### config.mk
export PLATFORM = sky130hd
export DESIGN_NAME = dma_xfer_ctrl
export DESIGN_NICKNAME = d
export VERILOG_FILES = /design/src/rtl/dma_xfer_ctrl.sv
export SDC_FILE = /design/constraint.sdc
export NUM_CORES = 1
export LEC_CHECK = 0
export BUFFER_PORTS_ARGS = -buffer_cell sky130_fd_sc_hd__buf_4
export CAP_MARGIN = 20
export CORE_UTILIZATION = 46
export DETAILED_ROUTE_END_ITERATION = 6
export PLACE_DENSITY = 0.91
export SLEW_MARGIN = 5
export SYNTH_ARGS = -nofsm -noshare
export SYNTH_HDL_FRONTEND = slang
export SYNTH_SLANG_ARGS = --single-unit
### constraint.sdc
create_clock -name clk -period 1.9 [get_ports clk]
set_input_delay 0.285 -clock clk [delete_from_list [all_inputs] [get_ports clk]]
set_output_delay 0.285 -clock clk [all_outputs]
set_load 0.05 [all_outputs]
### src/rtl/dma_xfer_ctrl.sv
// DMA channel controller driving a 10-bit up/down address counter.
// Optional DMA_AUTOINIT_EN: restart the same block after each completion.
module dma_xfer_ctrl #(
  parameter int AW = 10,
  parameter int LW = 10
) (
  input  logic          clk,
  input  logic          MR,
  input  logic          start,
  input  logic [AW-1:0] base_addr,
  input  logic [LW-1:0] xfer_len,
  input  logic          dir_up,
  input  logic          dreq,
  input  logic [AW-1:0] count,
  input  logic          carry,
  output logic [AW-1:0] cnt_data,
  output logic          cnt_load,
  output logic          cnt_en,
  output logic          cnt_dir,
  output logic          dack,
  output logic          busy,
  output logic          done,
  output logic          err,
  output logic [LW-1:0] remaining
);

  typedef enum logic [2:0] {
    S_IDLE,
    S_LOAD,
    S_WAIT,
    S_XFER,
    S_DONE
  } state_t;

  state_t state_q, state_d;
  logic [AW-1:0] base_q;
  logic          dir_q;
  logic          err_q;
  logic [LW-1:0] rem_q;
  logic          last_word;
  logic          restart;

  assign last_word = (rem_q == LW'(1));

`ifdef DMA_AUTOINIT_EN
  logic [LW-1:0] len_q;
  // a zero-length block never re-arms, it falls back to IDLE
  assign restart = (len_q != '0);
`else
  assign restart = 1'b0;
`endif

  always_ff @(posedge clk) begin
    if (MR) state_q <= S_IDLE;
    else    state_q <= state_d;
  end

  always_comb begin
    state_d = state_q;
    unique case (state_q)
      S_IDLE: begin
        if (start)
          state_d = (xfer_len == '0) ? S_DONE : S_LOAD;
      end
      S_LOAD: state_d = S_WAIT;
      S_WAIT: begin
        if (dreq) state_d = S_XFER;
      end
      S_XFER: begin
        if (carry)          state_d = S_IDLE;
        else if (last_word) state_d = S_DONE;
        else if (dreq)      state_d = S_XFER;
        else                state_d = S_WAIT;
      end
      S_DONE: state_d = restart ? S_LOAD : S_IDLE;
      default: state_d = S_IDLE;
    endcase
  end

  always_comb begin
    cnt_load = 1'b0;
    cnt_en   = 1'b0;
    dack     = 1'b0;
    done     = 1'b0;
    busy     = (state_q != S_IDLE);
    unique case (state_q)
      S_LOAD: cnt_load = 1'b1;
      S_XFER: begin
        cnt_en = 1'b1;
        dack   = 1'b1;
      end
      S_DONE: done = 1'b1;
      default: ;
    endcase
  end

  always_ff @(posedge clk) begin
    if (MR) begin
      base_q <= '0;
      dir_q  <= 1'b0;
      err_q  <= 1'b0;
      rem_q  <= '0;
    end else begin
      unique case (state_q)
        S_IDLE: begin
          if (start) begin
            base_q <= base_addr;
            dir_q  <= dir_up;
            err_q  <= 1'b0;
            rem_q  <= xfer_len;
          end
        end
        S_XFER: begin
          // a wrap aborts the word, so the count is not consumed
          if (carry) err_q <= 1'b1;
          else       rem_q <= rem_q - LW'(1);
        end
`ifdef DMA_AUTOINIT_EN
        S_DONE: begin
          if (restart) rem_q <= len_q;
        end
`endif
        default: ;
      endcase
    end
  end

`ifdef DMA_AUTOINIT_EN
  always_ff @(posedge clk) begin
    if (MR)
      len_q <= '0;
    else if (state_q == S_IDLE && start)
      len_q <= xfer_len;
  end
`endif

  assign cnt_data  = base_q;
  assign cnt_dir   = dir_q;
  assign err       = err_q;
  assign remaining = rem_q;

endmodule

==> metrics.txt, run 1 <==
Post-synth EDFFs 0; Mapped Cells 167; RSZ-0062 raised after global routing no; tightest hold margin 199 ps; met1 WL 1.54 mm; Synth Area per Inst 7.96 um2; Die H 55.7 um; clk root buf clkbuf_4; CTS tree done; Initial DRC Count 38; share of cells above drive strength 1 0.326; Final Worst Setup Slack 148 ps; largest net degree at the start of global routing 25; DR WL/cell 13.7 um; initial core utilization 0.482; startpoint class of the critical path flop; async set-or-reset flop fraction in the synthesized netlist 0; CP max FO 10; Clock Tree Buf Depth 2; GR Overflow Total 0; vias per inst 5.66; Vias 1427; area grow syn2layout 34.5%; Slew @ Worst Pin 492 ps; H-tree Lvls 1; top cell type's share of synthesized area 0.377; Hold Buf Count CTS 0; standard-cell rows 19; Clock transition at path regs 140 ps; max layer used met4; die width 55.7 um; period utilization 0.922; # port buffers 52; clk sinks 25; CP endpoint kind primary output; P per Cell Area 809 nW/um2; Synth area leaders dfxtp_1, a21oi_1, nand2_1; Synth warnings 0; synthesized flop and latch total 25; ys flop type dfxtp_1; required time worst endpoint 1620 ps; Post-Syn Area 1330 um2; fin. max-slew vios 0; commonest non-fill, non-tap cell in the layout buf_4; io pins 63; dominant cell type by area after synthesis dfxtp_1; Tmin final 1750 ps; dpl cells 247; commonest cells after routing, fill and taps aside buf_4, nand2_1, dfxtp_1, a21oi_1; vias in the first global route 1359; number of remaining DRC errors 0; Setup violations, final 0; Hold Vio Cnt, Final 0; sequential share of the synthesized area 0.377; pre-CTS setup slack 229 ps; TNS Setup 0 ps; Post-layout nets 260; WL met2 1.63 mm; antenna fix cells 0; leak pwr 0.000766 uW; DRT Pass-1 Iters 4; number of buffers created by CTS 3; final cell utilization of the core 0.648; first-pass GRT wire length 5.89 mm; Reg area 500 um2; die area 3110 um2; Post-Syn Nets 205; post-DP HPWL 2.51 mm; type of the most critical hold path in -> reg; worst-skew pair later-pin latency 310 ps; Routed WL 3.45 mm; area of the multi-input gates 747 um2; initial antenna violation count 0; met3 routed WL 258 um; post-route ant nets 0; maximum vdd drop 0.712 mV; Overall Global Routing Usage 0.233; Max Freq 571 MHz; number of max-cap violations 0; post-CTS sizing 0; Core Area 2760 um2; Slew headroom 0.669; synth unique cells 44; run status completed; Final Non-Filler Cells 252; GPL Wtd Cong 0.874; # fillers 269; Arr. time, crit path 1470 ps; kind of critical path reg -> out; Layout Skew 3.00 ps
==> where the power goes <==
group	switching [uW]	internal [uW]
combinational	363	213
sequential	57.0	571
clock	162	78.6
total	582	863
==> per-stage QoR <==
stage          power, uW  cell area [um2]
3_5_place_dp        1210             1750
3_3_place_gp        1200             1750
5_1_grt             1520             1790
4_1_cts             1450             1790
2_1_floorplan       1030             1330
6_report            1440             1790
==> flip-flops by register name, indices dropped and copies added, names as in the netlist <==
| name | flops |
|---|---|
| err | 1 |
| state_q | 3 |
| cnt_dir | 1 |
| cnt_data | 10 |
| remaining | 10 |
==> worst paths after layout <==
| path | startpoint | end | slack, ps | cells past startpoint |
|---|---|---|---|---|
| hold reg to reg | cnt_data[0] | cnt_data[0] | 470 | 2 |
| hold / removal | base_addr[0] | cnt_data[0] | 200 | 3 |
| setup / recovery | state_q[2] | dack | 150 | 4 |
| setup reg to reg | remaining[1] | remaining[6] | 200 | 6 |
==> what timing repair did <==
action                                  4_1_cts  5_1_grt
endpoints found under the setup margin        2        0
setup buffers                                 1        0
hold endpoints to repair                      0        0
==> area by class of cell <==
cell class              instances  area share
multi-input cells             126       0.418
flip-flops and latches         25       0.280
repair buffers                 60       0.252
well taps                      31      0.0217
clock buffers                   3      0.0126
inverters                       6      0.0126
clock inverters                 1     0.00280
==> synthesized netlist by cell type (4+ instances only) <==
master,number
a21oi_1,24
dfxtp_1,25
inv_1,5
nand2_1,28
nor2_1,10
nor3_1,4
nor4_1,5
o21ai_0,10
==> layer usage <==
layer	track usage	up-vias
met5	0	-
met4	0.0750	0
met3	0.0558	2
met2	0.387	60
met1	0.296	652
li1	-	713
==> cells by family (layout without fill, tap and decap cells) <==
family	count (synthesis)	count (layout)	synth area share
AND/OR/NAND/NOR	69	69	0.274
adder cells (fa/ha/maj)	2	2	0.0188
AO/OA/AOI/OAI	54	54	0.258
multiplexers	1	1	0.00753
flip-flops	25	25	0.377
buffers and inverters	16	70	0.0650
==> critical path: stages, from the launching register on <==
cell      delay, ps
dfxtp_1         510
nand3b_1        180
clkinv_1         90
buf_4           180
buf_4           190
Power figures use the tool's default switching activity.
==> inputs of run 2 (changes only) <==
Settings changed: REMOVE_ABC_BUFFERS set to 1.
==> run 2 against run 1 <==
Cell count shrank 0.40%. Combinational power fell by 0.7%. Largest power group unchanged. Count of clock-buffer cells in the layout unchanged. Non-clock buffer count decreased by 1. Clock skew is 1.3 ps lower. Utilization decreased by 0.27 points. Sequential cell count did not move. Highest routed layer unchanged. Critical path depth shrank 1. Design area fell by 0.42%. Sequential power barely moved. Sequential share of layout area increased by 0.19 points. Setup slack lost 63 ps.
==> metrics.txt, run 2 (synthesis gave the netlist of run 1 again) <==
run status completed (unchanged); fin. max-slew vios 0 (unchanged); Routed WL 3.45 mm (about the same); pre-CTS setup slack 190 ps (was 229 ps); Hold Buf Count CTS 0 (unchanged); H-tree Lvls 1 (unchanged); P per Cell Area 818 nW/um2 (was 809 nW/um2); required time worst endpoint 1620 ps (about the same); largest net degree at the start of global routing 25 (unchanged); # fillers 239 (was 269); post-route ant nets 0 (unchanged); standard-cell rows 19 (unchanged); worst-skew pair later-pin latency 330 ps (was 310 ps); first-pass GRT wire length 5.60 mm (was 5.89 mm); commonest cells after routing, fill and taps aside buf_4, nand2_1, a21oi_1, dfxtp_1 (was buf_4, nand2_1, dfxtp_1, a21oi_1); Final Cell Area 1780 um2 (was 1790 um2); Tmin final 1810 ps (was 1750 ps); die area 3110 um2 (unchanged); Overall Global Routing Usage 0.228 (was 0.233); die width 55.7 um (unchanged); initial antenna violation count 0 (unchanged); Vias 1428 (was 1427); number of max-cap violations 0 (unchanged); commonest non-fill, non-tap cell in the layout buf_4 (unchanged); Worst setup startpoint state_q[1] (was state_q[2]); vias per inst 5.69 (was 5.66); Initial DRC Count 49 (was 38); Hold Vio Cnt, Final 0 (unchanged); RSZ-0062 raised after global routing no (unchanged); kind of critical path reg -> out (unchanged); DR WL/cell 13.7 um (about the same); Final Worst Setup Slack 85.0 ps (was 148 ps); clk sinks 25 (unchanged); type of the most critical hold path in -> reg (unchanged); CP max FO 11 (was 10); share of cells above drive strength 1 0.327 (was 0.326); Setup violations, final 0 (unchanged); post-DP HPWL 2.37 mm (was 2.51 mm); antenna fix cells 0 (unchanged); Core Area 2760 um2 (unchanged); CP endpoint kind primary output (unchanged); final cell utilization of the core 0.645 (was 0.648); DRT Pass-1 Iters 4 (unchanged); Clock transition at path regs 140 ps (about the same); area grow syn2layout 33.9% (was 34.5%); clk root buf clkbuf_4 (unchanged); Layout Skew 1.74 ps (was 3.00 ps); RR Startpoint remaining[0] (was remaining[1]); Arr. time, crit path 1530 ps (was 1470 ps); # port buffers 52 (unchanged); leak pwr 0.000760 uW (was 0.000766 uW); maximum vdd drop 0.573 mV (was 0.712 mV); GPL Wtd Cong 0.867 (was 0.874); Post-layout nets 259 (was 260); Clock Tree Buf Depth 2 (unchanged); number of buffers created by CTS 3 (unchanged); io pins 63 (unchanged); Die H 55.7 um (unchanged); period utilization 0.955 (was 0.922); placed cell areas 1740 um2 (was 1750 um2); Slew @ Worst Pin 608 ps (was 492 ps); number of remaining DRC errors 0 (unchanged); startpoint class of the critical path flop (unchanged); vias in the first global route 1207 (was 1359); dpl cells 246 (was 247); GR Overflow Total 0 (unchanged); Slew headroom 0.591 (was 0.669); hold_sp base_addr[3] (was base_addr[0]); initial core utilization 0.482 (unchanged); Final Non-Filler Cells 251 (was 252); Max Freq 551 MHz (was 571 MHz); CTS tree done (unchanged)
==> run 2: cell types whose count changed in the layout (fill, tap and decap cells not counted), sizes merged <==
cell	before	now
buf	60	59
clkinv	2	1
clkinvlp	0	1
==> run 2: worst paths after layout <==
path	to	slack (ps)	cells after the start
hold reg to reg	cnt_data[6]	460	2
hold / removal	cnt_data[3]	170	3
setup reg to reg	remaining[6]	140	6
setup / recovery	cnt_en	90	3
==> run 2: power breakdown <==
group | switching [uW] | internal [uW] | leakage [uW]
clock network | 174 | 80.9 | 0.0000139
registers | 57.2 | 571 | 0.000206
logic | 363 | 210 | 0.000540
total | 594 | 861 | 0.000760
==> run 2: layout make-up <==
type	instances	area (um2)	share of cell area
Multi-Input combinational cell	126	742	0.417
Sequential cell	25	502	0.282
Timing Repair Buffer	59	443	0.249
Tap cell	31	38.8	0.0218
Inverter	6	23.8	0.0134
Clock buffer	3	22.5	0.0127
Clock inverter	1	7.51	0.00422
==> run 2: per-layer routing <==
layer,routed length (um),GRT usage,share of wire,up-vias
met5,0,0,0,-
met4,57,0.0964,0.017,0
met3,223,0.0256,0.065,5
met2,1560,0.353,0.45,61
met1,1610,0.322,0.47,654
li1,-,-,-,708
==> run 2: per-stage QoR <==
stage / power [uW] / hold WS [ps] / setup TNS [ps]
final: 1460 / 175 / 0
after global routing: 1530 / 155 / 0
after CTS: 1450 / 164 / 0
after detailed placement: 1200 / 449 / 0
after global placement: 1190 / 443 / 0
after floorplan: 999 / 350 / -3600
==> run 2: worst max-delay path: stages, from the launching register on <==
cell and delay (ps):
dfxtp_1 510, nand3b_1 240, clkinv_2 210, buf_4 230
==> run 2: repair_timing <==
action / in CTS / in global routing
pin swaps: 0 / 0
gates resized for setup: 1 / 1
setup endpoints to repair: 2 / 2
buffers inserted: 0 / 1
